==> src/rtl/game_pkg.sv <==
// Shared definitions for the game flow controller: phase encodings, default
// timing dividers and enemy slot geometry.
package game_pkg;

    typedef enum logic [2:0] {
        IDLE      = 3'd0,
        COUNTDOWN = 3'd1,
        PLAY      = 3'd2,
        PAUSE     = 3'd3,
        OVER      = 3'd4
    } game_state_t;

    localparam int unsigned END_SCORE_DEF    = 20;
    localparam int unsigned MOVE_DIV_DEF     = 200_000_000;
    localparam int unsigned SLOW_GEN_DIV_DEF = 200_000_000;
    localparam int unsigned FAST_GEN_DIV_DEF = 100_000_000;
    localparam int unsigned COUNT_DIV_DEF    = 100_000_000;
    localparam int unsigned CNT_W_DEF        = 28;

    localparam int NUM_SLOTS = 8;
    localparam int SLOT_W    = 3;
    localparam int SCORE_W   = 5;

endpackage

==> src/rtl/game_sequencer_if.sv <==
// Engine-facing bundle of the game sequencer.
//   occupancy, score, breach : engine status into the sequencer
//   engine_run, engine_clear : datapath enable / one-cycle clear
//   move_tick                : advance all live enemies one ring
//   spawn_tick, spawn_slot   : spawn one enemy into spawn_slot
// master = sequencer side, slave = engine side.
interface game_sequencer_if;
    import game_pkg::*;

    logic [NUM_SLOTS-1:0] occupancy;
    logic [SCORE_W-1:0]   score;
    logic                 breach;
    logic                 engine_run;
    logic                 engine_clear;
    logic                 move_tick;
    logic                 spawn_tick;
    logic [SLOT_W-1:0]    spawn_slot;

    modport master (
        input  occupancy, score, breach,
        output engine_run, engine_clear, move_tick, spawn_tick, spawn_slot
    );

    modport slave (
        output occupancy, score, breach,
        input  engine_run, engine_clear, move_tick, spawn_tick, spawn_slot
    );

endinterface

==> src/rtl/period_timer.sv <==
// Free-running period counter: counts 0..period-1 and wraps.
//   clk, reset : clock, asynchronous active-low reset
//   en         : count enable; holding en low freezes the count (incl. at terminal)
//   clr        : synchronous clear to 0, overrides en
//   period     : cycles per period, sampled every cycle
//   terminal   : count >= period-1 (>= so a shortened period never overshoots)
//   count      : current count
module period_timer #(
    parameter int unsigned WIDTH = 28
) (
    input  logic             clk,
    input  logic             reset,
    input  logic             en,
    input  logic             clr,
    input  logic [WIDTH-1:0] period,
    output logic             terminal,
    output logic [WIDTH-1:0] count
);

    logic [WIDTH-1:0] count_q, count_d;

    assign terminal = (count_q >= period - WIDTH'(1));
    assign count    = count_q;

    always_comb begin
        count_d = count_q;
        if (clr) begin
            count_d = '0;
        end else if (en) begin
            count_d = terminal ? '0 : count_q + WIDTH'(1);
        end
    end

    always_ff @(posedge clk or negedge reset) begin
        if (!reset) begin
            count_q <= '0;
        end else begin
            count_q <= count_d;
        end
    end

endmodule

==> src/rtl/game_sequencer.sv <==
// Top-level flow controller of the shooter engine: IDLE -> COUNTDOWN -> PLAY
// <-> PAUSE -> OVER, with enemy move/spawn pacing and round-robin spawn slot pick.
//   clk, reset        : clock, asynchronous active-low reset
//   start_btn         : synchronized start level; rising edge starts a game
//   pause_sw, fast_sw : pause request, fast spawn period select
//   eng               : engine bundle (master side)
//   state             : current phase
//   countdown         : digit 3,2,1 during COUNTDOWN, else 0
//   final_score       : score latched on entry to OVER
//   game_over         : high in OVER
module game_sequencer
    import game_pkg::*;
#(
    parameter int unsigned END_SCORE    = END_SCORE_DEF,
    parameter int unsigned MOVE_DIV     = MOVE_DIV_DEF,
    parameter int unsigned SLOW_GEN_DIV = SLOW_GEN_DIV_DEF,
    parameter int unsigned FAST_GEN_DIV = FAST_GEN_DIV_DEF,
    parameter int unsigned COUNT_DIV    = COUNT_DIV_DEF,
    parameter int unsigned CNT_W        = CNT_W_DEF
) (
    input  logic                 clk,
    input  logic                 reset,
    input  logic                 start_btn,
    input  logic                 pause_sw,
    input  logic                 fast_sw,
    game_sequencer_if.master     eng,
    output logic [2:0]           state,
    output logic [1:0]           countdown,
    output logic [SCORE_W-1:0]   final_score,
    output logic                 game_over
);

    localparam logic [SCORE_W-1:0] END_SCORE_V = SCORE_W'(END_SCORE);

    game_state_t         state_q, state_d;
    logic                start_prev_q;
    logic [1:0]          countdown_q, countdown_d;
    logic [SCORE_W-1:0]  final_score_q, final_score_d;
    logic                engine_clear_q, engine_clear_d;
    logic                move_tick_q, move_tick_d;
    logic [SLOT_W-1:0]   rr_ptr_q, rr_ptr_d;

    logic                start_edge, start_go, cd_done, game_end;
    logic                play_stay, slots_full, spawn;
    logic                cd_term, move_term, gen_term;
    logic [CNT_W-1:0]    cd_cnt, move_cnt, gen_cnt, gen_period;
    logic [SLOT_W-1:0]   pick_slot;
    logic                pick_found;

    assign start_edge = start_btn & ~start_prev_q;
    assign game_end   = eng.breach | (eng.score >= END_SCORE_V);
    assign slots_full = &eng.occupancy;
    assign gen_period = fast_sw ? CNT_W'(FAST_GEN_DIV) : CNT_W'(SLOW_GEN_DIV);

    always_comb begin
        state_d        = state_q;
        countdown_d    = countdown_q;
        final_score_d  = final_score_q;
        engine_clear_d = 1'b0;
        start_go       = 1'b0;
        cd_done        = 1'b0;
        case (state_q)
            IDLE:      start_go = start_edge;
            COUNTDOWN: begin
                if (cd_term) begin
                    if (countdown_q > 2'd1) begin
                        countdown_d = countdown_q - 2'd1;
                    end else begin
                        state_d     = PLAY;
                        countdown_d = 2'd0;
                        cd_done     = 1'b1;
                    end
                end
            end
            PLAY: begin
                if (game_end) begin
                    state_d       = OVER;
                    final_score_d = eng.score;
                end else if (pause_sw) begin
                    state_d = PAUSE;
                end
            end
            PAUSE:     if (!pause_sw) state_d = PLAY;
            OVER:      start_go = start_edge;
            default:   state_d = IDLE;
        endcase
        if (start_go) begin
            state_d        = COUNTDOWN;
            countdown_d    = 2'd3;
            final_score_d  = '0;
            engine_clear_d = 1'b1;
        end
    end

    // Timers only run while PLAY continues into the next cycle, so a tick that
    // falls on the exit cycle stays pending and fires once play resumes.
    assign play_stay   = (state_q == PLAY) && (state_d == PLAY);
    assign spawn       = play_stay & gen_term & ~slots_full;
    assign move_tick_d = play_stay & move_term;

    // First free slot scanning upward from rr_ptr, wrapping mod NUM_SLOTS.
    always_comb begin
        pick_slot  = rr_ptr_q;
        pick_found = 1'b0;
        for (int i = 0; i < NUM_SLOTS; i++) begin
            if (!pick_found && !eng.occupancy[rr_ptr_q + SLOT_W'(i)]) begin
                pick_found = 1'b1;
                pick_slot  = rr_ptr_q + SLOT_W'(i);
            end
        end
    end

    assign rr_ptr_d = spawn ? pick_slot + SLOT_W'(1) : rr_ptr_q;

    period_timer #(.WIDTH(CNT_W)) u_cd_timer (
        .clk      (clk),
        .reset    (reset),
        .en       (state_q == COUNTDOWN),
        .clr      (start_go),
        .period   (CNT_W'(COUNT_DIV)),
        .terminal (cd_term),
        .count    (cd_cnt)
    );

    period_timer #(.WIDTH(CNT_W)) u_move_timer (
        .clk      (clk),
        .reset    (reset),
        .en       (play_stay),
        .clr      (cd_done),
        .period   (CNT_W'(MOVE_DIV)),
        .terminal (move_term),
        .count    (move_cnt)
    );

    // Holds at terminal while every slot is occupied: the spawn stays pending.
    period_timer #(.WIDTH(CNT_W)) u_gen_timer (
        .clk      (clk),
        .reset    (reset),
        .en       (play_stay & ~(gen_term & slots_full)),
        .clr      (cd_done),
        .period   (gen_period),
        .terminal (gen_term),
        .count    (gen_cnt)
    );

    logic unused_cnt;
    assign unused_cnt = ^{cd_cnt, move_cnt, gen_cnt};

    always_ff @(posedge clk or negedge reset) begin
        if (!reset) begin
            state_q        <= IDLE;
            start_prev_q   <= 1'b1;
            countdown_q    <= 2'd0;
            final_score_q  <= '0;
            engine_clear_q <= 1'b0;
            move_tick_q    <= 1'b0;
            rr_ptr_q       <= '0;
        end else begin
            state_q        <= state_d;
            start_prev_q   <= start_btn;
            countdown_q    <= countdown_d;
            final_score_q  <= final_score_d;
            engine_clear_q <= engine_clear_d;
            move_tick_q    <= move_tick_d;
            rr_ptr_q       <= rr_ptr_d;
        end
    end

    assign state            = state_q;
    assign countdown        = countdown_q;
    assign final_score      = final_score_q;
    assign game_over        = (state_q == OVER);
    assign eng.engine_run   = (state_q == PLAY);
    assign eng.engine_clear = engine_clear_q;
    assign eng.move_tick    = move_tick_q;
    assign eng.spawn_tick   = spawn;
    assign eng.spawn_slot   = spawn ? pick_slot : '0;

endmodule

==> src/flat_wrapper.sv <==
// flat-port wrapper written by rule: the top's interface ports become plain ports
module game_sequencer_flat import game_pkg::*;
#(
    parameter int unsigned END_SCORE    = END_SCORE_DEF,
    parameter int unsigned MOVE_DIV     = MOVE_DIV_DEF,
    parameter int unsigned SLOW_GEN_DIV = SLOW_GEN_DIV_DEF,
    parameter int unsigned FAST_GEN_DIV = FAST_GEN_DIV_DEF,
    parameter int unsigned COUNT_DIV    = COUNT_DIV_DEF,
    parameter int unsigned CNT_W        = CNT_W_DEF
)
  (clk, reset, start_btn, pause_sw, fast_sw, state, countdown, final_score, game_over, eng_occupancy, eng_score, eng_breach, eng_engine_run, eng_engine_clear, eng_move_tick, eng_spawn_tick, eng_spawn_slot);
  game_sequencer_if eng_i ();
  input  logic clk;
  input  logic reset;
  input  logic start_btn;
  input  logic pause_sw;
  input  logic fast_sw;
  output logic [2:0] state;
  output logic [1:0] countdown;
  output logic [SCORE_W-1:0] final_score;
  output logic game_over;
  input wire logic [$bits(eng_i.occupancy)-1:0] eng_occupancy;
  input wire logic [$bits(eng_i.score)-1:0] eng_score;
  input wire logic [$bits(eng_i.breach)-1:0] eng_breach;
  output wire logic [$bits(eng_i.engine_run)-1:0] eng_engine_run;
  output wire logic [$bits(eng_i.engine_clear)-1:0] eng_engine_clear;
  output wire logic [$bits(eng_i.move_tick)-1:0] eng_move_tick;
  output wire logic [$bits(eng_i.spawn_tick)-1:0] eng_spawn_tick;
  output wire logic [$bits(eng_i.spawn_slot)-1:0] eng_spawn_slot;
  assign eng_i.occupancy = eng_occupancy;
  assign eng_i.score = eng_score;
  assign eng_i.breach = eng_breach;
  assign eng_engine_run = eng_i.engine_run;
  assign eng_engine_clear = eng_i.engine_clear;
  assign eng_move_tick = eng_i.move_tick;
  assign eng_spawn_tick = eng_i.spawn_tick;
  assign eng_spawn_slot = eng_i.spawn_slot;
  game_sequencer #(.END_SCORE(END_SCORE), .MOVE_DIV(MOVE_DIV), .SLOW_GEN_DIV(SLOW_GEN_DIV), .FAST_GEN_DIV(FAST_GEN_DIV), .COUNT_DIV(COUNT_DIV), .CNT_W(CNT_W)) u_core (.clk(clk), .reset(reset), .start_btn(start_btn), .pause_sw(pause_sw), .fast_sw(fast_sw), .eng(eng_i), .state(state), .countdown(countdown), .final_score(final_score), .game_over(game_over));
endmodule
==> config.mk <==
export PLATFORM = sky130hd
export DESIGN_NAME = game_sequencer_flat
export DESIGN_NICKNAME = d
export VERILOG_FILES = /design/src/rtl/game_pkg.sv /design/src/rtl/game_sequencer_if.sv /design/src/rtl/period_timer.sv /design/src/rtl/game_sequencer.sv /design/src/flat_wrapper.sv
export SDC_FILE = /design/constraint.sdc
export NUM_CORES = 1
export LEC_CHECK = 0
export ABC_AREA = 1
export CAP_MARGIN = 10
export CELL_PAD_IN_SITES_DETAIL_PLACEMENT = 1
export CELL_PAD_IN_SITES_GLOBAL_PLACEMENT = 1
export CORE_MARGIN = 2
export CORE_UTILIZATION = 40
export CTS_CLUSTER_DIAMETER = 80
export DETAILED_ROUTE_END_ITERATION = 12
export PLACE_DENSITY = 0.83
export SETUP_SLACK_MARGIN = 0.1
export SLEW_MARGIN = 20
export SYNTH_ARGS = -nofsm -noshare
export SYNTH_HDL_FRONTEND = slang
export SYNTH_SLANG_ARGS = --single-unit
export TNS_END_PERCENT = 5
==> constraint.sdc <==
create_clock -name clk -period 3.2 [get_ports clk]
set_input_delay 0.48 -clock clk [delete_from_list [all_inputs] [get_ports clk]]
set_output_delay 0.48 -clock clk [all_outputs]
set_load 0.01 [all_outputs]
; After elaboration in Yosys (flattened, before gate mapping)
; Cells that the tools add are included.
[word_totals]
ff_bits = 100
elab_cells = 143
[classes]
n_eq_ne = 5
add_sub_neg = 13
bitwise_logic = 10
n_mux = 60
order_cmp = 13
n_reduce_logical = 32
[op_table]
columns = cell, n
row1 = $mux W28, 10
row2 = $add A28 B1 Y28 const B, 3
row3 = $mux W3, 14
row4 = $lt A3 B4 Y1 const B, 8
row5 = $ge A28 B27 Y1 const B, 1
row6 = $ge A28 B28 Y1, 1
row7 = $ge A28 B28 Y1 const B, 1
row8 = $sub A28 B1 Y28 const B, 1
row9 = $bmux W1 S3, 8
row10 = $mux W1, 20
row11 = $mux W5, 3
row12 = $logic_not A1 Y1, 13
row13 = $add A3 B3 Y3 const B, 4
row14 = $pmux W3 S4, 1
row15 = $reduce_bool A2 Y1, 6
row16 = $eq A3 B2 Y1 const B, 3
row17 = $logic_and A1 B1 Y1, 8
row18 = $mux W2, 4
row19 = $reduce_and A8 Y1, 1
row20 = $add A3 B1 Y3 const B, 2
row21 = $add A3 B2 Y3 const B, 2
row22 = $and A1 B1 Y1, 6
row23 = $ge A5 B5 Y1 const B, 1
row24 = $reduce_and A2 Y1, 2
row25 = other kinds (8), 10

; Logic depth before layout (Yosys ltp)
[logic_depth]
word_depth = 25
depth_mapped = 25
ltp_nobuf = 23

; Hierarchy
; From an unflattened synthesis, not the netlist that was laid out.
[unflattened]
cells_unflattened = 1853
area_unflattened_um2 = 11823.8
[modules_own_cells]
columns = module, instances, seq_area_each_um2, cells_each, area_each_um2
row1 = period_timer (u_core.u_cd_timer), 1, 700.7, 550, 3497.1
row2 = period_timer (u_core.u_gen_timer), 1, 700.7, 531, 3469.6
row3 = period_timer (u_core.u_move_timer), 1, 700.7, 542, 3383.2
row4 = game_sequencer, 1, 401.6, 230, 1473.9

; Worst setup path before layout
; No wires, ideal clock.
[synth_timing]
kind = reg-to-output
startpoint = reg u_core.rr_ptr_q[1]
endpoint = out eng_spawn_slot[1]
t_required_ns = 2.720
slack_ns = 0.346
arrival_ns = 2.374
path_stages_with_launch = 20
cell_sequence = dfrtp_1 > inv_2 > ha_1 > buf_2 > inv_1 > nand3_1 > nand2_1 > nand2_1 > nand2_1 > inv_2 > nand2_1 > nor2_4 > nand2_2 > nor3_4 > nand3_2 > inv_1 > a31oi_1 > nand2_1 > o21ai_1 > nor2_1
[synth_via]
elab_chain_cells = 25
[synth_rtl]
columns = element, line_no
row1 = from (decl), game_sequencer.sv:41  ; logic [SLOT_W-1:0] rr_ptr_q, rr_ptr_d;
row2 = from (signal assigned), game_sequencer.sv:165  ; rr_ptr_q <= rr_ptr_d;
row3 = $add A3 B1 Y3, "game_sequencer.sv:106, game_sequencer.sv:108"
row4 = $bmux W1 S3, game_sequencer.sv:106  ; if (!pick_found && !eng.occupancy[rr_ptr_q + SLOT_W'(i)]) begin
row5 = $mux W1 (not written as such), game_sequencer.sv:106
row6 = $logic_not A1 Y1, game_sequencer.sv:106
row7 = $logic_and A1 B1 Y1, game_sequencer.sv:106
row8 = $mux W1, game_sequencer.sv:106
row9 = $logic_not A1 Y1, game_sequencer.sv:106
row10 = $logic_and A1 B1 Y1, game_sequencer.sv:106
row11 = [... 9 more ...], -
row12 = $mux W1, game_sequencer.sv:106
row13 = $logic_not A1 Y1, game_sequencer.sv:106
row14 = $logic_and A1 B1 Y1, game_sequencer.sv:106
row15 = $mux W1, game_sequencer.sv:106
row16 = $logic_not A1 Y1, game_sequencer.sv:106
row17 = $logic_and A1 B1 Y1, game_sequencer.sv:106
row18 = $mux W3 (*), game_sequencer.sv:106
row19 = $mux W3 (*), game_sequencer.sv:177  ; assign eng.spawn_slot = spawn ? pick_slot : '0;
row20 = to (decl), flat_wrapper.sv:29  ; output wire logic [$bits(eng_i.spawn_slot)-1:0] eng_spawn_slot;
; Every way passes the cells marked *; elsewhere a longest branch is shown, timed or not. The select of a mux whose other input is x is not followed.

; Worst setup path after layout
[layout_timing]
startpoint = reg u_core.rr_ptr_q[1]
endpoint = out eng_spawn_slot[2]
; The elaborated chain is that of the path after synthesis.

==> summary.md <==
| Metric | Value |
|---|---|
| Run status | finished, violations left |
| Violated checks | setup timing |
| Later-pin clock latency in the skew report | roughly 0.36 ns |
| Critical path capture point type | output pin |
| Initial drt markers | ~270 |
| Clk pwr share | between 20% and 30% |
| Routed wire length per instance | roughly 16 um |
| Initial Util | 40.9% |
| Sequential area share after synthesis | approximately two fifths |
| R2R setup slack | between 0.2 and 0.25 ns |
| Most frequent cell after synthesis | nand2_1 |
| # DRC | 0 |
| Worst hold-check path type | input port to asynchronous set/reset pin |
| Mean Syn Cell Area | approximately 7.5 um^2 |
| # IOs | 37 |
| Layout cells sized above 1 | 15.5% |
| Cell accounting for the most synthesized area | dfrtp_1 |
| Core Rows | between 40 and 50 |
| Antenna Nets Post-Route | 0 |
| First-pass GRT wire length | 31100 um |
| R2R Path Start | u_core.rr_ptr_q[1] |
| Post-DP HPWL | about 13000 um |
| Grt total ovfl | 0 |
| Worst hold slack | approximately 0.14 ns |
| Post-route minimum period | about 3.3 ns |
| Worst Reg-to-Reg Cells | 23 |
| Syn Nets | ~900 |
| Slew headroom | a little under half |
| Layout Nets | 981 |
| Startpoint types | register |
| Vias | about 6300 |
| FMAX | roughly 300 MHz |
| Fillers | about 2000 |
| Clk slew on worst S/H paths | 0.07 ns |
| Switching share of power | 35.3% |
| Netlist cell types | 53 |
| Vias in the first global route | 6541 |
| WP data required | about 2.7 ns |
| Worst Tran Pin Value | between 0.7 and 0.8 ns |
| GRT Max-Usage Layer | met2 |
| Synth top cells by count | nand2_1 (183), inv_1 (106), dfrtp_1 (99) |
| Total GRT Usage | between 20% and 30% |
| Synthesis-to-finish area growth | 22.3% |
| Largest net degree at the start of global routing | 80 |
| TritonCTS Buffers | 9 |
| Cell area power density | around 490 nW/um^2 |
| Router iterations before antenna repair | 4 |
| M2 GR Usage | 37.7% |
| WP data arrival | about 2.9 ns |
| Setup ws final | -0.131 ns |
| Die W | about 130 um |
| Post-CTS Hold Buffers | 0 |
| YS warnings | 0 |
| # H-tree levels | 3 |
| Asr flop ratio synth | 100% |
| Core area | 15900 um^2 |
| Met3 usage | 3.09% |
| Worst-path maximum fanout | 6 |
| Pleak | approximately 3.6 nW |
| Setup CP Type | register to output pin |
| Seq cells post-synth | 100 |
| Top_reg_cell synth | dfrtp_1 |
| IO buf count | 36 |
| Synth top area cells | dfrtp_1 (38%), nand2_1 (11%), nand3_1 (6.5%), inv_1 (6.1%), nor2_1 (5.0%) |
| Post-Layout Inst Area | 7950 um^2 |
| Final setup vio count | 3 |
| Psw | around 0.0014 W |
| Diode count | 0 |
| CTS tree | built |
| Total clock sinks | 100 |
| Final WL | between 15000 and 20000 um |
| Max clock buf depth | 2 |
| Synth Instances | roughly 860 |
| Clock root cell | clkbuf_16 |
| Synth top area share | 38.1% |
| Max-capacitance violation count | 0 |
| Int Power | approximately 0.0025 W |
| R2r endpoint | u_core.rr_ptr_q[2] |
| Antenna violations before repair | 0 |
| Final Hold Vio Count | 0 |
| Die Y | 131 um |
| Post-DP Area | roughly 7400 um^2 |
| Grt met1 use | 28.0% |
| Setup Skew | 0.0110 ns |
| Fin crit share | 104% |
| Max VDD drop | 318 uV |
| Die area | 17300 um^2 |
| RSZ-0062 raised after global routing | true |
| Vias/cell | ~5.4 |
| Final Max Tran Viols | 0 |
| Core Util, Final | 50.0% |
| Comb pwr share | a little under a third |
| Post-synth EDFFs | 0 |
| Final GP Congestion | roughly 0.8 |
| Reg power frac | 39.3% |
| Synthesized area | about 6500 um^2 |
==> how the worst max path moves through the flow <==
| stage | startpoint | endpoint | slack (ns) | depth (start not counted) |
|---|---|---|---|---|
| detailed placement | fast_sw | eng_spawn_slot[2] | -0.27 | 14 |
| global placement | eng_occupancy[4] | eng_spawn_slot[0] | -0.20 | 18 |
| global route | u_core.rr_ptr_q[1] | eng_spawn_slot[2] | -0.26 | 23 |
| floorplan | u_core.rr_ptr_q[1] | eng_spawn_slot[1] | 0.35 | 19 |
| finish | u_core.rr_ptr_q[1] | eng_spawn_slot[2] | -0.13 | 22 |
| CTS | u_core.rr_ptr_q[1] | eng_spawn_slot[1] | 0.03 | 19 |
==> cell usage in the layout (no fill, tap or decap), drive strengths merged, types with 2 or more instances in the layout <==
cell type        n
nand2          188
inv            117
dfrtp           99
nor2            91
nand3           91
buf             62
o21ai           39
a21oi           38
nor3            35
clkdlybuf4s50   31
xor2            30
o22ai           16
nand4           15
ha              15
nor4            12
clkbuf          10
o31ai            8
o211ai           6
o21a             6
o32ai            6
nand3b           5
nor3b            4
xnor2            4
a31oi            3
a32o             3
clkinvlp         2
o2111ai          2
a21boi           2
clkinv           2
==> timing repair <==
item,4_1_cts,5_1_grt
buffers inserted,8,2
resized for setup,38,24
endpoints found under the setup margin,4,13
pin swaps,14,9
==> stage by stage <==
stage	TNS [ns]	power, W	setup slack (ns)	cells
5_1_grt	-0.734	0.00413	-0.260	1168
6_report	-0.202	0.00391	-0.131	1168
4_1_cts	0	0.00382	0.0262	1166
2_1_floorplan	0	0.00217	0.346	862
3_5_place_dp	-1.31	0.00262	-0.273	1142
3_3_place_gp	-0.673	0.00257	-0.203	1142
==> power by group through the flow <==
stage	clock network, W	logic, W	registers (W)
floorplan	0	0.000628	0.00154
global placement	0	0.00102	0.00155
detailed placement	0	0.00107	0.00155
CTS	0.00116	0.00112	0.00153
global route	0.00121	0.00136	0.00156
finish	0.00114	0.00124	0.00154
==> critical path, cell delays in order (launching register included) <==
cell	delay, ns
dfrtp_1	0.43
buf_6	0.16
ha_4	0.17
xor2_4	0.18
inv_2	0.06
nand2_1	0.09
nand2_2	0.07
inv_2	0.07
nand2_2	0.07
nor2_4	0.13
nand2_4	0.08
inv_4	0.08
buf_4	0.11
nand2_1	0.05
nand2_1	0.08
nand2_1	0.07
nand2_1	0.06
nand2_1	0.07
nand2_1	0.06
nand2_1	0.08
nand2_1	0.12
inv_1	0.05
buf_2	0.13
==> cell type report <==
| class | count | area, um^2 | area share, % |
|---|---|---|---|
| inverters | 116 | 443 | 5.57 |
| repair buffers | 94 | 827 | 10.4 |
| clock inverters | 6 | 71.3 | 0.898 |
| multi-input cells | 626 | 3600 | 45.3 |
| clock buffers | 10 | 229 | 2.88 |
| well taps | 216 | 270 | 3.40 |
| flip-flops and latches | 100 | 2500 | 31.5 |
==> per-layer routing <==
metal	part of all wire, %	up-vias
met5	0	-
met4	1.8	0
met3	2.4	28
met2	50	79
met1	46	3097
li1	-	3055
==> flip-flops by register name (all words and copies together), names as in the netlist <==
name and flops:
u_core.final_score 5, u_core.u_move_timer.count 28, u_core.u_gen_timer.count 28, u_core.eng.engine_clear 1, u_core.state 3, u_core.u_cd_timer.count 28, u_core.countdown 2, u_core.start_prev_q 1
u_core.eng.move_tick 1, u_core.rr_ptr_q 3
==> cell families after synthesis <==
kind of cell | share of synthesized area [%]
buffers and inverters | 8.53
DFF | 38.5
AOI/OAI and AO/OA | 12.5
adders and majority gates | 2.89
and+or+nand+nor | 32.5
xor gates and xnor gates | 5.10
(Power assumes the default switching activity.)
